$ cat src/rtl/neuro_pkg.sv
// Shared constants and types for the neuro job dispatcher: register map,
// dispatcher FSM states and the packed job descriptor.
package neuro_pkg;

  localparam logic [15:0] REG_BASE_DEFAULT = 16'h8000;

  localparam logic [15:0] REG_OFF_OFFSET = 16'd0;
  localparam logic [15:0] REG_OFF_IDX    = 16'd1;
  localparam logic [15:0] REG_OFF_WGT    = 16'd2;
  localparam logic [15:0] REG_OFF_NOPS   = 16'd3;
  localparam logic [15:0] REG_OFF_DEST   = 16'd4;
  localparam logic [15:0] REG_OFF_ACT    = 16'd5;

  localparam int DESC_W = 96;

  typedef enum logic [3:0] {
    S_IDLE      = 4'd0,
    S_WR_OFF    = 4'd1,
    S_WR_IDX    = 4'd2,
    S_WR_WGT    = 4'd3,
    S_WR_NOPS   = 4'd4,
    S_WR_DEST   = 4'd5,
    S_WR_ACT    = 4'd6,
    S_START     = 4'd7,
    S_WAIT_BUSY = 4'd8,
    S_WAIT_DONE = 4'd9
  } state_t;

  typedef struct packed {
    logic [15:0] offset;
    logic [15:0] index_offset;
    logic [15:0] weight_offset;
    logic [15:0] num_ops;
    logic [15:0] dest;
    logic [15:0] act_sel;
  } job_desc_t;

  function automatic job_desc_t pack_desc(
    input logic [15:0] offset,
    input logic [15:0] index_offset,
    input logic [15:0] weight_offset,
    input logic [15:0] num_ops,
    input logic [15:0] dest,
    input logic [15:0] act_sel
  );
    job_desc_t d;
    d.offset        = offset;
    d.index_offset  = index_offset;
    d.weight_offset = weight_offset;
    d.num_ops       = num_ops;
    d.dest          = dest;
    d.act_sel       = act_sel;
    return d;
  endfunction

endpackage

$ cat src/rtl/neuro_job_fifo.sv
// Descriptor queue: synchronous FIFO, DEPTH entries (power of two, >= 2),
// first-word-fall-through read port, pushes ignored when full.
module neuro_job_fifo #(
  parameter int DEPTH = 4,
  parameter int WIDTH = 96
) (
  input  logic                     clk,
  input  logic                     rst,
  input  logic                     push,
  input  logic [WIDTH-1:0]         push_data,
  input  logic                     pop,
  output logic [WIDTH-1:0]         pop_data,
  output logic                     full,
  output logic                     empty,
  output logic [$clog2(DEPTH):0]   count
);

  localparam int AW = (DEPTH > 1) ? $clog2(DEPTH) : 1;
  localparam int CW = $clog2(DEPTH) + 1;

  logic [WIDTH-1:0] mem_q [DEPTH];
  logic [AW-1:0]    wr_ptr_q, wr_ptr_d;
  logic [AW-1:0]    rd_ptr_q, rd_ptr_d;
  logic [CW-1:0]    count_q, count_d;
  logic             push_ok, pop_ok;

  assign full     = (count_q == CW'(DEPTH));
  assign empty    = (count_q == '0);
  assign count    = count_q;
  assign pop_data = mem_q[rd_ptr_q];

  // Full/empty come from the registered count, so a same-cycle pop never
  // makes room for a push into a full queue.
  always_comb begin
    push_ok  = push && !full;
    pop_ok   = pop && !empty;
    wr_ptr_d = wr_ptr_q;
    rd_ptr_d = rd_ptr_q;
    count_d  = count_q;
    if (push_ok) wr_ptr_d = wr_ptr_q + AW'(1);
    if (pop_ok)  rd_ptr_d = rd_ptr_q + AW'(1);
    if (push_ok && !pop_ok)      count_d = count_q + CW'(1);
    else if (!push_ok && pop_ok) count_d = count_q - CW'(1);
  end

  always_ff @(posedge clk or posedge rst) begin
    if (rst) begin
      wr_ptr_q <= '0;
      rd_ptr_q <= '0;
      count_q  <= '0;
    end else begin
      wr_ptr_q <= wr_ptr_d;
      rd_ptr_q <= rd_ptr_d;
      count_q  <= count_d;
    end
  end

  always_ff @(posedge clk) begin
    if (push_ok) mem_q[wr_ptr_q] <= push_data;
  end

endmodule

$ cat src/rtl/neuro_job_dispatcher.sv
// Job dispatcher: queues neuron-engine job descriptors and replays each one as
// six register writes and a start pulse, then waits for the engine to finish.
module neuro_job_dispatcher
  import neuro_pkg::*;
#(
  parameter int          FIFO_DEPTH    = 4,
  parameter logic [15:0] REG_BASE      = REG_BASE_DEFAULT,
  parameter int          BUSY_WAIT_MAX = 3
) (
  input  logic                         clk,
  input  logic                         rst,
  input  logic                         job_valid,
  output logic                         job_ready,
  input  logic [15:0]                  job_offset,
  input  logic [15:0]                  job_index_offset,
  input  logic [15:0]                  job_weight_offset,
  input  logic [15:0]                  job_num_ops,
  input  logic [15:0]                  job_dest,
  input  logic [15:0]                  job_act_sel,
  output logic [15:0]                  Address,
  output logic [15:0]                  InputData,
  output logic                         WE,
  output logic [1:0]                   CacheSelect,
  output logic                         StartOperation,
  input  logic                         ReadyForNextOp,
  output logic                         job_done,
  output logic [15:0]                  job_done_dest,
  output logic                         busy,
  output logic [$clog2(FIFO_DEPTH):0]  fifo_count,
  output logic [15:0]                  jobs_completed,
  output logic [3:0]                   dbg_state
);

  localparam int WCW = (BUSY_WAIT_MAX > 2) ? $clog2(BUSY_WAIT_MAX) : 1;

  // Handshake: a descriptor is accepted on a rising edge where job_valid and
  // job_ready are both high; job_ready depends only on registered FIFO state.
  job_desc_t  fifo_in, fifo_head;
  logic       fifo_full, fifo_empty, fifo_pop;

  state_t     state_q, state_d;
  job_desc_t  hold_q, hold_d;
  logic [WCW-1:0] wait_cnt_q, wait_cnt_d;
  logic [15:0] addr_q, addr_d, data_q, data_d;
  logic        we_q, we_d, start_q, start_d, done_q, done_d;
  logic [15:0] done_dest_q, done_dest_d, jobs_q, jobs_d;
  logic        complete;
  logic [15:0] complete_dest;

  assign fifo_in = pack_desc(job_offset, job_index_offset, job_weight_offset,
                             job_num_ops, job_dest, job_act_sel);

  neuro_job_fifo #(
    .DEPTH (FIFO_DEPTH),
    .WIDTH (DESC_W)
  ) u_fifo (
    .clk       (clk),
    .rst       (rst),
    .push      (job_valid),
    .push_data (fifo_in),
    .pop       (fifo_pop),
    .pop_data  (fifo_head),
    .full      (fifo_full),
    .empty     (fifo_empty),
    .count     (fifo_count)
  );

  assign job_ready      = !fifo_full;
  assign Address        = addr_q;
  assign InputData      = data_q;
  assign WE             = we_q;
  assign CacheSelect    = 2'b00;
  assign StartOperation = start_q;
  assign job_done       = done_q;
  assign job_done_dest  = done_dest_q;
  assign jobs_completed = jobs_q;
  assign busy           = (state_q != S_IDLE);
  assign dbg_state      = state_q;

  // Next-state logic. Pin outputs trail the state by one edge since they are
  // registered from state_q below.
  always_comb begin
    state_d       = state_q;
    hold_d        = hold_q;
    wait_cnt_d    = wait_cnt_q;
    fifo_pop      = 1'b0;
    complete      = 1'b0;
    complete_dest = hold_q.dest;
    case (state_q)
      S_IDLE: begin
        if (!fifo_empty && ReadyForNextOp) begin
          fifo_pop = 1'b1;
          hold_d   = fifo_head;
          if (fifo_head.num_ops == 16'd0) begin
            complete      = 1'b1;
            complete_dest = fifo_head.dest;
          end else begin
            state_d = S_WR_OFF;
          end
        end
      end
      S_WR_OFF:  state_d = S_WR_IDX;
      S_WR_IDX:  state_d = S_WR_WGT;
      S_WR_WGT:  state_d = S_WR_NOPS;
      S_WR_NOPS: state_d = S_WR_DEST;
      S_WR_DEST: state_d = S_WR_ACT;
      S_WR_ACT:  state_d = S_START;
      S_START: begin
        state_d    = S_WAIT_BUSY;
        wait_cnt_d = '0;
      end
      S_WAIT_BUSY: begin
        // An engine that never drops ReadyForNextOp is treated as having
        // finished instantly once the wait window expires.
        if (!ReadyForNextOp) begin
          state_d = S_WAIT_DONE;
        end else if (wait_cnt_q == WCW'(BUSY_WAIT_MAX - 1)) begin
          complete = 1'b1;
          state_d  = S_IDLE;
        end else begin
          wait_cnt_d = wait_cnt_q + WCW'(1);
        end
      end
      S_WAIT_DONE: begin
        if (ReadyForNextOp) begin
          complete = 1'b1;
          state_d  = S_IDLE;
        end
      end
      default: state_d = S_IDLE;
    endcase
  end

  // Registered engine-side outputs.
  always_comb begin
    we_d    = 1'b0;
    addr_d  = 16'd0;
    data_d  = 16'd0;
    start_d = (state_q == S_START);
    case (state_q)
      S_WR_OFF:  begin we_d = 1'b1; addr_d = REG_BASE + REG_OFF_OFFSET; data_d = hold_q.offset;        end
      S_WR_IDX:  begin we_d = 1'b1; addr_d = REG_BASE + REG_OFF_IDX;    data_d = hold_q.index_offset;  end
      S_WR_WGT:  begin we_d = 1'b1; addr_d = REG_BASE + REG_OFF_WGT;    data_d = hold_q.weight_offset; end
      S_WR_NOPS: begin we_d = 1'b1; addr_d = REG_BASE + REG_OFF_NOPS;   data_d = hold_q.num_ops;       end
      S_WR_DEST: begin we_d = 1'b1; addr_d = REG_BASE + REG_OFF_DEST;   data_d = hold_q.dest;          end
      S_WR_ACT:  begin we_d = 1'b1; addr_d = REG_BASE + REG_OFF_ACT;    data_d = hold_q.act_sel;       end
      default: ;
    endcase
    done_d      = complete;
    done_dest_d = complete ? complete_dest : 16'd0;
    jobs_d      = complete ? (jobs_q + 16'd1) : jobs_q;
  end

  always_ff @(posedge clk or posedge rst) begin
    if (rst) begin
      state_q     <= S_IDLE;
      hold_q      <= '0;
      wait_cnt_q  <= '0;
      addr_q      <= '0;
      data_q      <= '0;
      we_q        <= 1'b0;
      start_q     <= 1'b0;
      done_q      <= 1'b0;
      done_dest_q <= '0;
      jobs_q      <= '0;
    end else begin
      state_q     <= state_d;
      hold_q      <= hold_d;
      wait_cnt_q  <= wait_cnt_d;
      addr_q      <= addr_d;
      data_q      <= data_d;
      we_q        <= we_d;
      start_q     <= start_d;
      done_q      <= done_d;
      done_dest_q <= done_dest_d;
      jobs_q      <= jobs_d;
    end
  end

endmodule

$ cat config.mk
export PLATFORM = sky130hd
export DESIGN_NAME = neuro_job_dispatcher
export DESIGN_NICKNAME = d
export VERILOG_FILES = /design/src/rtl/neuro_pkg.sv /design/src/rtl/neuro_job_fifo.sv /design/src/rtl/neuro_job_dispatcher.sv
export SDC_FILE = /design/constraint.sdc
export NUM_CORES = 1
export LEC_CHECK = 0
export ABC_AREA = 0
export BUFFER_PORTS_ARGS = -buffer_cell sky130_fd_sc_hd__clkbuf_2
export CORE_ASPECT_RATIO = 1.1
export CORE_UTILIZATION = 50
export CTS_CLUSTER_SIZE = 16
export DETAILED_ROUTE_END_ITERATION = 6
export GPL_ROUTABILITY_DRIVEN = 0
export PLACE_DENSITY = 0.69
export REMOVE_ABC_BUFFERS = 1
export SETUP_SLACK_MARGIN = 0.2
export SYNTH_ARGS = -nofsm -noshare
export SYNTH_HDL_FRONTEND = slang
export SYNTH_SLANG_ARGS = --single-unit
$ cat constraint.sdc
create_clock -name clk -period 6.5 [get_ports clk]
set_clock_uncertainty 0.1 [all_clocks]
set_input_delay 1.3 -clock clk [delete_from_list [all_inputs] [get_ports clk]]
set_output_delay 1.3 -clock clk [all_outputs]
set_load 0.05 [all_outputs]
## Word level (Yosys, flattened, before mapping)

Memories as Yosys holds them, arrays and structs flattened.
Cells that the tools add are included.

| word-level totals | value |
|---|---|
| register bits | 176 |
| bits in writable memories | 384 |
| input bits | 100 |
| output and inout bits | 78 |
| logic and storage cells | 89 |
| memories kept | 1 |

Memories:

| memory | depth | width | rd ports | clocked after Yosys merged registers in | wr ports | RTL line | RTL |
|---|---|---|---|---|---|---|---|
| u_fifo.mem_q | 4 | 96 | 1 | 0 | 1 | neuro_job_fifo.sv:21 | `logic [WIDTH-1:0] mem_q [DEPTH];` |

| operators by class | value |
|---|---|
| add/subtract/negate cells | 6 |
| eq/ne operators | 17 |
| multiplexer cells | 28 |
| reductions and logical operators | 19 |

Operators by type and width:

| cell | number |
|---|---|
| $pmux W16 S6 | 2 |
| $mux W16 | 4 |
| $pmux W4 S10 | 1 |
| $mux W4 | 5 |
| $add A16 B1 Y16 const B | 1 |
| $eq A4 B3 Y1 const B | 4 |
| $logic_not A16 Y1 | 1 |
| $mux W1 | 10 |
| $ne A2 B2 Y1 const B | 5 |
| $eq A4 B2 Y1 const B | 2 |
| $eq A4 B4 Y1 const B | 2 |
| $add A2 B1 Y2 const B | 3 |
| $mux W3 | 2 |
| $reduce_or A6 Y1 | 1 |
| $logic_and A1 B1 Y1 | 5 |
| $eq A4 B1 Y1 const B | 1 |
| $logic_not A1 Y1 | 4 |
| $logic_not A4 Y1 | 1 |
| $mux W2 | 2 |
| $pmux W2 S2 | 1 |
| $reduce_and A4 Y1 | 1 |
| $reduce_bool A2 Y1 | 2 |
| $reduce_bool A4 Y1 | 1 |
| $add A3 B1 Y3 const B | 1 |
| 8 further kinds | 8 |

## Depth between registers and ports, before layout

Gate-level depths: netlist of the first run.

| depth | value |
|---|---|
| depth in word-level cells | 9 |
| gate-level depth with buffers | 11 |
| gate-level depth less buffers | 9 |

## Cells and area by module

Synthesis of the first run repeated with hierarchy kept, for this count alone.

| second synthesis, totals | value |
|---|---|
| cells, all modules | 1210 |
| area, all modules | 20697.4 µm² |

By module, submodules not included:

| module | times used | cells an instance | area an instance (µm²) | seq. area each (µm²) |
|---|---|---|---|---|
| neuro_job_fifo | 1 | 538 | 14252.4 | 11706.2 |
| neuro_job_dispatcher | 1 | 672 | 6444.9 | 3903.7 |

## Least setup slack after synthesis of the first run

OpenSTA, ideal clock, no wires.

| timing | value |
|---|---|
| kind | reg-to-reg |
| start | register u_fifo.count_q[0] (netlist: u_fifo.count[0]) |
| end | memory u_fifo.mem_q[0][0] (enable) |
| setup time | 466 ps |
| arrival | 3592 ps |
| required time | 5934 ps |
| setup slack | 2342 ps |
| cell stages (with the launch flop) | 4 |
| path buffers | 0 |
| period minus slack after synthesis | 4158 ps |
| cell sequence | dfrtp_1 -> nor2_1 -> nand2_1 -> and3_1 |

| on the way | value |
|---|---|
| word-level cells in the longest chain between the ends | 5 |

RTL lines:

| item | RTL line | RTL |
|---|---|---|
| start, declared | neuro_job_fifo.sv:24 | `logic [CW-1:0] count_q, count_d;` |
| start signal, assigned | neuro_job_fifo.sv:54 | `count_q <= count_d;` |
| $eq A3 B3 Y1 | neuro_job_fifo.sv:27 | `assign full = (count_q == CW'(DEPTH));` |
| $logic_not A1 Y1 | n/a |  |
| via job_ready | neuro_job_dispatcher.sv:13 | `output logic job_ready,` |
| $logic_and A1 B1 Y1 | neuro_job_fifo.sv:35 | `push_ok = push && !full;` |
| $mux W1 | neuro_job_fifo.sv:59 | `if (push_ok) mem_q[wr_ptr_q] <= push_data;` |
| $mux W1 (not written as such) | neuro_job_fifo.sv:59 |  |
| end, declared | neuro_job_fifo.sv:21 |  |

The timed path passes the listed nets, and every way through them passes these cells.

## Worst setup path after layout of the first run

| timing | value |
|---|---|
| start | register u_fifo.rd_ptr_q[0] |
| end | register jobs_q[2] (netlist: jobs_completed[2]) |

| on the way | value |
|---|---|
| word-level cells in the longest chain between the ends | 5 |

RTL lines:

| item | RTL line | RTL |
|---|---|---|
| start, declared | neuro_job_fifo.sv:23 | `logic [AW-1:0] rd_ptr_q, rd_ptr_d;` |
| start signal, assigned | neuro_job_fifo.sv:53 | `rd_ptr_q <= rd_ptr_d;` |
| $mem_v2 Z4 W96 | n/a |  |
| $logic_not A16 Y1 | neuro_job_dispatcher.sv:94 | `if (fifo_head.num_ops == 16'd0) begin` |
| $mux W1 | neuro_job_dispatcher.sv:94 |  |
| $mux W1 | neuro_job_dispatcher.sv:91 | `if (!fifo_empty && ReadyForNextOp) begin` |
| $pmux W1 S3 | neuro_job_dispatcher.sv:89 | `case (state_q)` |
| end signal, assigned | neuro_job_dispatcher.sv:176 | `jobs_q <= jobs_d;` |
| end, declared | neuro_job_dispatcher.sv:46 | `logic [15:0] done_dest_q, done_dest_d, jobs_q, jobs_d;` |

No other way between the ends.
A chain may end at the register's enable or synchronous reset.

==> results of run 1 <==
[layout make-up]
| cell class | instances | area [um2] | area share, % |
|---|---|---|---|
| repair buffers | 180 | 943.4 | 3.990 |
| clock inverters | 20 | 156.4 | 0.6616 |
| diodes | 7 | 17.52 | 0.07409 |
| clock buffers | 74 | 1434 | 6.065 |
| flip-flops and latches | 547 | 15620 | 66.06 |
| well taps | 513 | 641.9 | 2.715 |
| multi-input cells | 399 | 4788 | 20.25 |
| inverters | 10 | 42.54 | 0.1799 |
[metrics by stage]
step                      power, mW  hold WS [ps]
final                         10.90         363.2
after global placement        8.126         356.0
after CTS                     11.04         371.4
after floorplan               7.424         368.1
after detailed placement      8.207         361.5
after global routing          11.42         398.1
[worst max-delay path: cells and delay by family, from the launching register on]
| kind | cells | cell delay [ps] |
|---|---|---|
| multiplexers | 1 | 700 |
| AO/OA/AOI/OAI | 1 | 220 |
| XOR/XNOR | 1 | 170 |
| flip-flops | 1 | 1020 |
| AND/OR/NAND/NOR | 3 | 1680 |
[worst min-delay path by stage]
stage | startpoint | end | depth (start not counted)
after floorplan | hold_q[64] | InputData[0] | 2
after global placement | jobs_completed[15] | jobs_completed[15] | 1
after detailed placement | jobs_completed[15] | jobs_completed[15] | 1
after CTS | jobs_completed[15] | jobs_completed[15] | 1
after global routing | jobs_completed[15] | jobs_completed[15] | 1
final | jobs_completed[15] | jobs_completed[15] | 1
[routing by layer]
| metal | vias to the layer above | wire [um] |
|---|---|---|
| li1 | 4387 | - |
| met1 | 5305 | 17310 |
| met2 | 282 | 20180 |
| met3 | 70 | 2296 |
| met4 | 6 | 1025 |
| met5 | - | 46 |
[logic make-up after synthesis]
logic type | Yosys count | synth area share [%]
AOI/OAI and AO/OA | 79 | 2.877
xor gates and xnor gates | 21 | 0.8904
adders and majority gates | 8 | 0.5209
buffers and inverters | 69 | 1.744
DFF | 547 | 75.57
muxes | 197 | 16.09
other | 1 | 0.01815
and+or+nand+nor | 80 | 2.296
[state kept, by name (all words and copies together) (netlist names)]
register and flops:
job_done 1, job_done_dest 16, jobs_completed 16, Address 4, u_fifo.rd_ptr_q 2, wait_cnt_q 2
InputData 16, u_fifo.count 3, u_fifo.mem_q 384, hold_q 96, dbg_state 4, u_fifo.wr_ptr_q 2
StartOperation 1
[Yosys cell counts, drive strengths merged]
cell    count
a21oi       6
a22o       16
a22oi      48
and2        2
and3        8
and4        1
buf        33
clkbuf     26
conb        1
dfrtp     163
edfxtp    384
fa          1
ha          7
inv        10
mux2       99
mux2i       2
mux4       96
nand2      10
nand2b      3
nand3      19
nand4b      3
nor2        9
nor3        9
nor3b       5
nor4        4
nor4b       1
o21ai       4
o22ai       4
o31ai       1
or2         2
or3         2
or4         1
or4b        1
xnor2       9
xor2       12
[power groups by stage]
stage	sequential (mW)	clock (mW)	combinational, mW
global placement	5.30	0	2.83
detailed placement	5.33	0	2.88
CTS	5.27	2.89	2.88
finish	5.25	2.82	2.83
global route	5.35	3.01	3.06
floorplan	5.55	0	1.87
==> results_dict.tcl, run 1 <==
set metrics [dict create \
    status "finished clean" \
    nFillCells 2967 \
    slew_headroom_pct 13.90 \
    place_inst 1649 \
    place_area_mm2 0.02203 \
    mostFrequentLayoutCell "edfxtp_1" \
    cap_violations 0 \
    grt-ovfl-total 0 \
    yosysTopAreaCell "edfxtp_1" \
    grt_max_degree 78 \
    synth-seq-cells 547 \
    clk_pin_slew_ps 60 \
    ys_seq_area_share_pct 75.57 \
    fin_area_mm2 0.02364 \
    route.detailed.drc 0 \
    grtUsageMet1_pct 26.94 \
    endpoint "jobs_completed[2]" \
    die-area_mm2 0.04213 \
    holdBufCountCts 0 \
    syn_area_per_cell_um2 20.62 \
    rsz0062_at_grt "false" \
    routed_wl_mm 40.85 \
    max_stage_delay_ps 1020 \
    worstHoldPathType "flop to flop" \
    met2_usage_pct 32.69 \
    routedWlPerCell_um 23.34 \
    worstPathArrival_ps 4400 \
    dieWidth_um 195.8 \
    cts-htree-levels 2 \
    io_buffer_count 163 \
    reg2reg_depth 6 \
    grt_pass1_wl_mm 62.81 \
    cts_root_buffer "clkbuf_16" \
    post-cts-setup-buffer-count 0 \
    cp_data_required_time_ps 6850 \
    worst_r2r_startpoint "u_fifo.rd_ptr_q[0]" \
    switchingPower_mw 3.320 \
    post-place-ws_ps 2384 \
    nNetsFinal 1297 \
    setup_tns_ps 0 \
    setup_slack_ps 2451 \
    finalCritPeriodShare_pct 62.29 \
    dr.pass1.iters 5 \
    reg2reg_slack_ps 2450 \
    synth.area.top_cells "edfxtp_1 56%, dfrtp_1 20%, mux4_2 9.7%, mux2_2 5.4%, a22oi_1 1.7%" \
    cts_tree "yes" \
    first_iter_violations 551 \
    path_class "flop to flop" \
    power_frac_clock_pct 25.9 \
    p_comb_share_pct 26.0 \
    core_mm2 0.04046 \
    grt_pass1_vias 10663 \
    setup_viol 0 \
    grt_busiest_layer "met2" \
    tightest_slew_ps 1290 \
    cp-startpoint "u_fifo.rd_ptr_q[0]" \
    grtUsageTotal_pct 19.98 \
    antenna_found_initial 9 \
    end_kind "flop" \
    cts_buffers 51 \
    finalCriticalPeriod_ps 4049 \
    cp_max_fo 46 \
    dp.final_hpwl_mm 23.79 \
    r2r-end "jobs_completed[2]" \
    hold_viol 0 \
    finish.cell_count_without_fillers 1750 \
    synth_top_area_share_pct 55.82 \
    cts_resized 0 \
    insertion_delay_ps 560 \
    ir_drop_v 0.0002136 \
    power.internal_mw 7.584 \
    cts_sinks 547 \
    viasPerCell 5.743 \
    drive_above_1_share_pct 37.64 \
    power_density_mw_per_mm2 461.2 \
    ys_warn_count 0 \
    start_util_pct 51.05 \
    num_vias 10050 \
    synth_cell_types 45 \
    leakagePower_nw 8.747 \
    sw_frac_of_total_pct 30.45 \
    synthCells 1002 \
    critPathSlowestCell "dfrtp_4" \
    area_growth_pct 14.45 \
    die_y_um 215.2 \
    antenna_left 0 \
    layout_common_cells "384 x edfxtp_1, 163 x clkbuf_2, 161 x dfrtp_1, 99 x mux2_2, 89 x mux4_2" \
    slew_violations 0 \
    syn_area_mm2 0.02066 \
    clockBufferDepth 3 \
    num_rows 77 \
    utilization_pct 58.43 \
    start_kind "flop" \
    p_seq_share_pct 48.1 \
    fmax_mhz 247.0 \
    boundaryPins 178 \
    gr-usage-met3_pct 3.923 \
    crit_chain "mux4_1, nor4_1, and4_4, and2_1, o21ai_0, xnor2_1" \
]
Power figures use the tool's default switching activity.
==> run 2, diff against run 1 <==
--- a/config.mk
+++ b/config.mk
@@ -12,7 +12,7 @@
 export CTS_CLUSTER_SIZE = 16
 export DETAILED_ROUTE_END_ITERATION = 6
 export GPL_ROUTABILITY_DRIVEN = 0
-export PLACE_DENSITY = 0.69
+export PLACE_DENSITY = 0.71
 export REMOVE_ABC_BUFFERS = 1
 export SETUP_SLACK_MARGIN = 0.2
 export SYNTH_ARGS = -nofsm -noshare
==> constraint.sdc (replaced) <==
create_clock -name clk -period 3.3 [get_ports clk]
set_clock_uncertainty 0.1 [all_clocks]
set_input_delay 0.66 -clock clk [delete_from_list [all_inputs] [get_ports clk]]
set_output_delay 0.66 -clock clk [all_outputs]
set_load 0.05 [all_outputs]
==> run 2 against run 1 <==
Effect of this change:
- final area increased by 2.3%
- combinational power grew 120%
- total power increased by 110%
- maximum frequency rose by 40%
- die area is the same
- setup slack worse by 2100 ps
- sequential power is 92% higher
- via count increased by 1.4%
- critical path depth unchanged
- clock power rose by 130%
- hold slack lost 240 ps
==> results_dict.tcl, run 2 (synthesis gave the netlist of run 1 again) <==
set metrics [dict create \
    status "finished clean" \
    slew_headroom_pct 42.60 \
    top_register "u_fifo.mem_q" \
    io_buffer_count 163 \
    cts-htree-levels 2 \
    grt_max_degree 100 \
    nFillCells 2925 \
    setup_tns_ps 0 \
    num_vias 10188 \
    insertion_delay_ps 630 \
    fmax_mhz 344.6 \
    area_growth_pct 17.04 \
    die-area_mm2 0.04213 \
    rsz0062_at_grt "false" \
    cp_max_fo 16 \
    antenna_found_initial 11 \
    holdBufCountCts 0 \
    reg2reg_depth 6 \
    viasPerCell 5.727 \
    grt_pass1_wl_mm 66.12 \
    tightest_slew_ps 861.0 \
    antenna_left 0 \
    grt-ovfl-total 0 \
    place_inst 1669 \
    leakagePower_nw 9.017 \
    wl_met1_mm 18.12 \
    finish.cell_count_without_fillers 1779 \
    dr.pass1.iters 4 \
    cap_violations 0 \
    dp.final_hpwl_mm 26.01 \
    drive_above_1_share_pct 39.87 \
    reg2reg_slack_ps 400 \
    cp_data_required_time_ps 3730 \
    dieWidth_um 195.8 \
    num_rows 77 \
    largest_register_ffs 384 \
    layout_common_cells "384 x edfxtp_1, 163 x clkbuf_2, 161 x dfrtp_1, 99 x mux2_2, 89 x mux4_2" \
    clockBufferDepth 3 \
    cts_sinks 547 \
    wl_met3_mm 2.607 \
    slew_violations 0 \
    top_layer "met5" \
    grtUsageTotal_pct 21.15 \
    finalCritPeriodShare_pct 87.94 \
    path_class "flop to flop" \
    mostFrequentLayoutCell "edfxtp_1" \
    routedWlPerCell_um 24.22 \
    boundaryPins 178 \
    setup_viol 0 \
    core_mm2 0.04046 \
    finalCriticalPeriod_ps 2902 \
    hold_viol 0 \
    grt_pass1_vias 10766 \
    worstHoldPathType "input port to asynchronous set/reset pin" \
    worstPathArrival_ps 3330 \
    largestRegisters "u_fifo.mem_q: 384 flops, hold_q: 96 flops" \
    cts_root_buffer "clkbuf_16" \
    total_power_mw 22.64 \
    routed_wl_mm 43.09 \
    end_kind "flop" \
    die_y_um 215.2 \
    first_iter_violations 719 \
    power_density_mw_per_mm2 936.2 \
    dr_wl_met2_mm 21.22 \
    route.detailed.drc 0 \
    cts_tree "yes" \
    cts_buffers 54 \
    ir_drop_v 0.0005048 \
    nNetsFinal 1321 \
    cts_resized 0 \
    clk_pin_slew_ps 60 \
    start_kind "flop" \
    start_util_pct 51.05 \
]
-- run 2: cell types whose count changed in the layout (fill, tap and decap cells not counted), moves of 2 or more --
cell,before,now
clkinvlp_4,0,3
clkbuf_16,52,54
bufinv_16,2,8
inv_16,0,2
clkinv_2,9,13
buf_4,17,30
buf_12,0,7
clkinv_1,7,5
clkbuf_1,17,9
-- run 2: repair_timing --
action	4_1_cts	5_1_grt
endpoints found under the hold margin	0	0
buffers inserted	0	1
endpoints found under the setup margin	0	9
-- run 2: worst max-delay path, stage by stage, from the launching register on --
cell and delay (ps):
dfrtp_4 610, mux4_1 650, nor4_1 430, and4_4 360, a21oi_4 150, nor4b_2 350
xor2_1 160
-- run 2: power by group --
group / total, mW / switching (mW) / internal (mW)
clock: 6.41 / 2.63 / 3.78
sequential: 10.1 / 0.883 / 9.24
combinational: 6.10 / 3.42 / 2.68
total: 22.6 / 6.94 / 15.7
-- run 2: metal layers --
layer / vias up / GRT usage [%]
met5: - / 0
met4: 10 / 7.552
met3: 78 / 4.598
met2: 311 / 33.99
met1: 5331 / 28.70
li1: 4458 / -
-- run 2: worst paths after layout --
check | endpoint | startpoint
min reg2reg | jobs_completed[15] | jobs_completed[15]
max | jobs_completed[15] | u_fifo.rd_ptr_q[0]
min | InputData[11] | rst
max reg2reg | jobs_completed[15] | u_fifo.rd_ptr_q[0]
max in group asynchronous | hold_q[34] | rst
min in group clk | u_fifo.mem_q[3][9] | job_act_sel[9]
-- run 2: layout make-up --
type	count	area [um2]	area share, %
timing repair buffer	201	1196	4.947
clock inverter	34	420.4	1.739
inverter	10	42.54	0.1759
multi-input combinational	399	4788	19.80
sequential	547	15620	64.59
tap	513	641.9	2.655
antenna	7	17.52	0.07245
clock buffer	68	1454	6.013
-- run 2: through the flow --
step	setup WS (ps)	utilization, %	cell area, um2	hold WS (ps)
after floorplan	-2612	-	20380	368.1
after global placement	355.5	55.04	22270	356.8
after detailed placement	316.6	55.04	22270	363.1
after CTS	244.9	59.67	24150	118.2
after global routing	242.5	59.74	24170	137.9
final	397.9	59.75	24180	123.9
==> run 3, diff against run 2 <==
--- a/config.mk
+++ b/config.mk
@@ -6,13 +6,14 @@
 export NUM_CORES = 1
 export LEC_CHECK = 0
 export ABC_AREA = 0
-export BUFFER_PORTS_ARGS = -buffer_cell sky130_fd_sc_hd__clkbuf_2
 export CORE_ASPECT_RATIO = 1.1
 export CORE_UTILIZATION = 50
 export CTS_CLUSTER_SIZE = 16
 export DETAILED_ROUTE_END_ITERATION = 6
+export DONT_BUFFER_PORTS = 1
 export GPL_ROUTABILITY_DRIVEN = 0
-export PLACE_DENSITY = 0.71
+export MAX_ROUTING_LAYER = met4
+export PLACE_DENSITY = 0.68
 export REMOVE_ABC_BUFFERS = 1
 export SETUP_SLACK_MARGIN = 0.2
 export SYNTH_ARGS = -nofsm -noshare
==> run 3 against run 2 <==
Effect of this change:
- sequential share of layout area grew 2.3 points
- total power shrank 2.7%
- wire length is 2.5% lower
- maximum frequency is 1.4% lower
- final area fell by 3.5%
- hold slack got worse by 61 ps
- sequential power rose by 5%
- first-iteration DRC count down 7.0%
- core utilization shrank 2.1 points
- cell count fell by 9.1%
==> results_dict.tcl, run 3 (synthesis gave the netlist of run 1 again) <==
set metrics [dict create \
    start_util_pct 51.05 \
    fmax_mhz 339.8 \
    dr.pass1.iters 7 \
    grt_pass1_wl_mm 63.59 \
    place_area_mm2 0.02157 \
    viasPerCell 5.972 \
    cap_violations 0 \
    worstPathArrival_ps 3340 \
    clk_pin_slew_ps 60 \
    post-cts-setup-buffer-count 0 \
    leakagePower_nw 8.312 \
    mostFrequentLayoutCell "edfxtp_1" \
    worstHoldPathType "input port to flop" \
    hold_viol 0 \
    num_rows 77 \
    path_class "flop to flop" \
    nFillCells 2959 \
    setup_viol 0 \
    gr-usage-met3_pct 6.293 \
    cts_root_buffer "clkbuf_16" \
    finalCritPeriodShare_pct 89.17 \
    setup_tns_ps 0 \
    diodes 0 \
    cts_buffers 54 \
    grtUsageTotal_pct 21.23 \
    status "finished clean" \
    grt_max_degree 98 \
    p_comb_share_pct 24.6 \
    routed_wl_mm 42.00 \
    cts-htree-levels 2 \
    grt_pass1_vias 10226 \
    first_iter_violations 669 \
    rsz0062_at_grt "false" \
    insertion_delay_ps 590 \
    cts_sinks 547 \
    dieWidth_um 195.8 \
    crit_chain "mux4_1, nor4_1, and4_4, a21oi_4, nor4b_2, xor2_1" \
    core_mm2 0.04046 \
    power.internal_mw 15.35 \
    grt-ovfl-total 0 \
    dp.final_hpwl_mm 25.54 \
    die-area_mm2 0.04213 \
    nNetsFinal 1169 \
    grt_busiest_layer "met2" \
    start_kind "flop" \
    met2_usage_pct 32.55 \
    drive_above_1_share_pct 30.86 \
    area_growth_pct 12.98 \
    antenna_left 0 \
    tightest_slew_ps 1185 \
    cp_data_required_time_ps 3700 \
    setup_slack_ps 357.5 \
    power_density_mw_per_mm2 943.6 \
    max_stage_delay_ps 680 \
    largest_register_ffs 384 \
    p_seq_share_pct 48.1 \
    routedWlPerCell_um 25.96 \
    sw_frac_of_total_pct 30.27 \
    grtUsageMet1_pct 27.54 \
    switchingPower_mw 6.666 \
    io_buffer_count 0 \
    total_power_mw 22.02 \
    slew_headroom_pct 20.93 \
    top_register "u_fifo.mem_q" \
    fin_area_mm2 0.02334 \
    cp_max_fo 24 \
    num_vias 9663 \
    largestRegisters "u_fifo.mem_q: 384 flops, hold_q: 96 flops" \
    critPathSlowestCell "dfrtp_4" \
    antenna_found_initial 0 \
    power_frac_clock_pct 27.4 \
    die_y_um 215.2 \
    route.detailed.drc 0 \
    end_kind "flop" \
    clockBufferDepth 3 \
    layout_common_cells "384 x edfxtp_1, 161 x dfrtp_1, 99 x mux2_2, 89 x mux4_2, 55 x clkbuf_16" \
    boundaryPins 178 \
    utilization_pct 57.68 \
    post-place-ws_ps 366.2 \
    finalCriticalPeriod_ps 2942 \
    ir_drop_v 0.0004679 \
    cts_tree "yes" \
    slew_violations 0 \
]
-- run 3: timing repair --
| item | 4_1_cts | 5_1_grt |
|---|---|---|
| hold buffers | 1 | 0 |
| resized for setup | 0 | 0 |
| hold endpoints to repair | 94 | 0 |
-- run 3: layout make-up --
type / count / area (um2) / share of cell area (%)
well taps: 513 / 641.9 / 2.750
repair buffers: 49 / 483.0 / 2.069
clock buffers: 77 / 1529 / 6.551
inverters: 10 / 45.04 / 0.1930
multi-input cells: 399 / 4788 / 20.52
clock inverters: 23 / 234.0 / 1.003
flip-flops and latches: 547 / 15620 / 66.92
-- run 3: path summary, 6_finish.rpt --
path                                         start             endpoint  slack [ps]  cells past startpoint
worst min-delay path                job_num_ops[4]  u_fifo.mem_q[0][36]          60                      0
min in group asynchronous                      rst   jobs_completed[12]         620                      2
worst max register to register  u_fifo.rd_ptr_q[0]   jobs_completed[15]         360                      6
worst min register to register          hold_q[67]           hold_q[67]         410                      1
max in group asynchronous                      rst     job_done_dest[5]        1710                      3
worst max-delay path            u_fifo.rd_ptr_q[0]   jobs_completed[15]         360                      6
-- run 3: power by group through the flow --
stage | logic, mW | registers [mW] | clock network (mW)
2_1_floorplan | 3.65 | 10.9 | 0
3_3_place_gp | 5.41 | 10.6 | 0
3_5_place_dp | 5.50 | 10.7 | 0
4_1_cts | 5.51 | 10.6 | 6.17
5_1_grt | 5.86 | 10.8 | 6.41
6_report | 5.41 | 10.6 | 6.03
-- run 3: worst max-delay path, delay by kind of cell, from the launching register on --
| family | cells | cell delay, ps |
|---|---|---|
| AND/OR/NAND/NOR | 3 | 1120 |
| flip-flops | 1 | 680 |
| multiplexers | 1 | 630 |
| XOR/XNOR | 1 | 160 |
| AO/OA/AOI/OAI | 1 | 150 |
-- run 3: through the flow --
| step | cells | hold slack [ps] |
|---|---|---|
| final | 1618 | 62.45 |
| after detailed placement | 1517 | 396.7 |
| after global placement | 1517 | 388.6 |
| after global routing | 1618 | 33.31 |
| after floorplan | 956 | 368.1 |
| after CTS | 1618 | 26.00 |
-- run 3: metal layers --
layer	up-vias	wire length (um)
met5	-	0
met4	0	936
met3	73	3313
met2	294	20300
met1	5171	17450
li1	4125	-
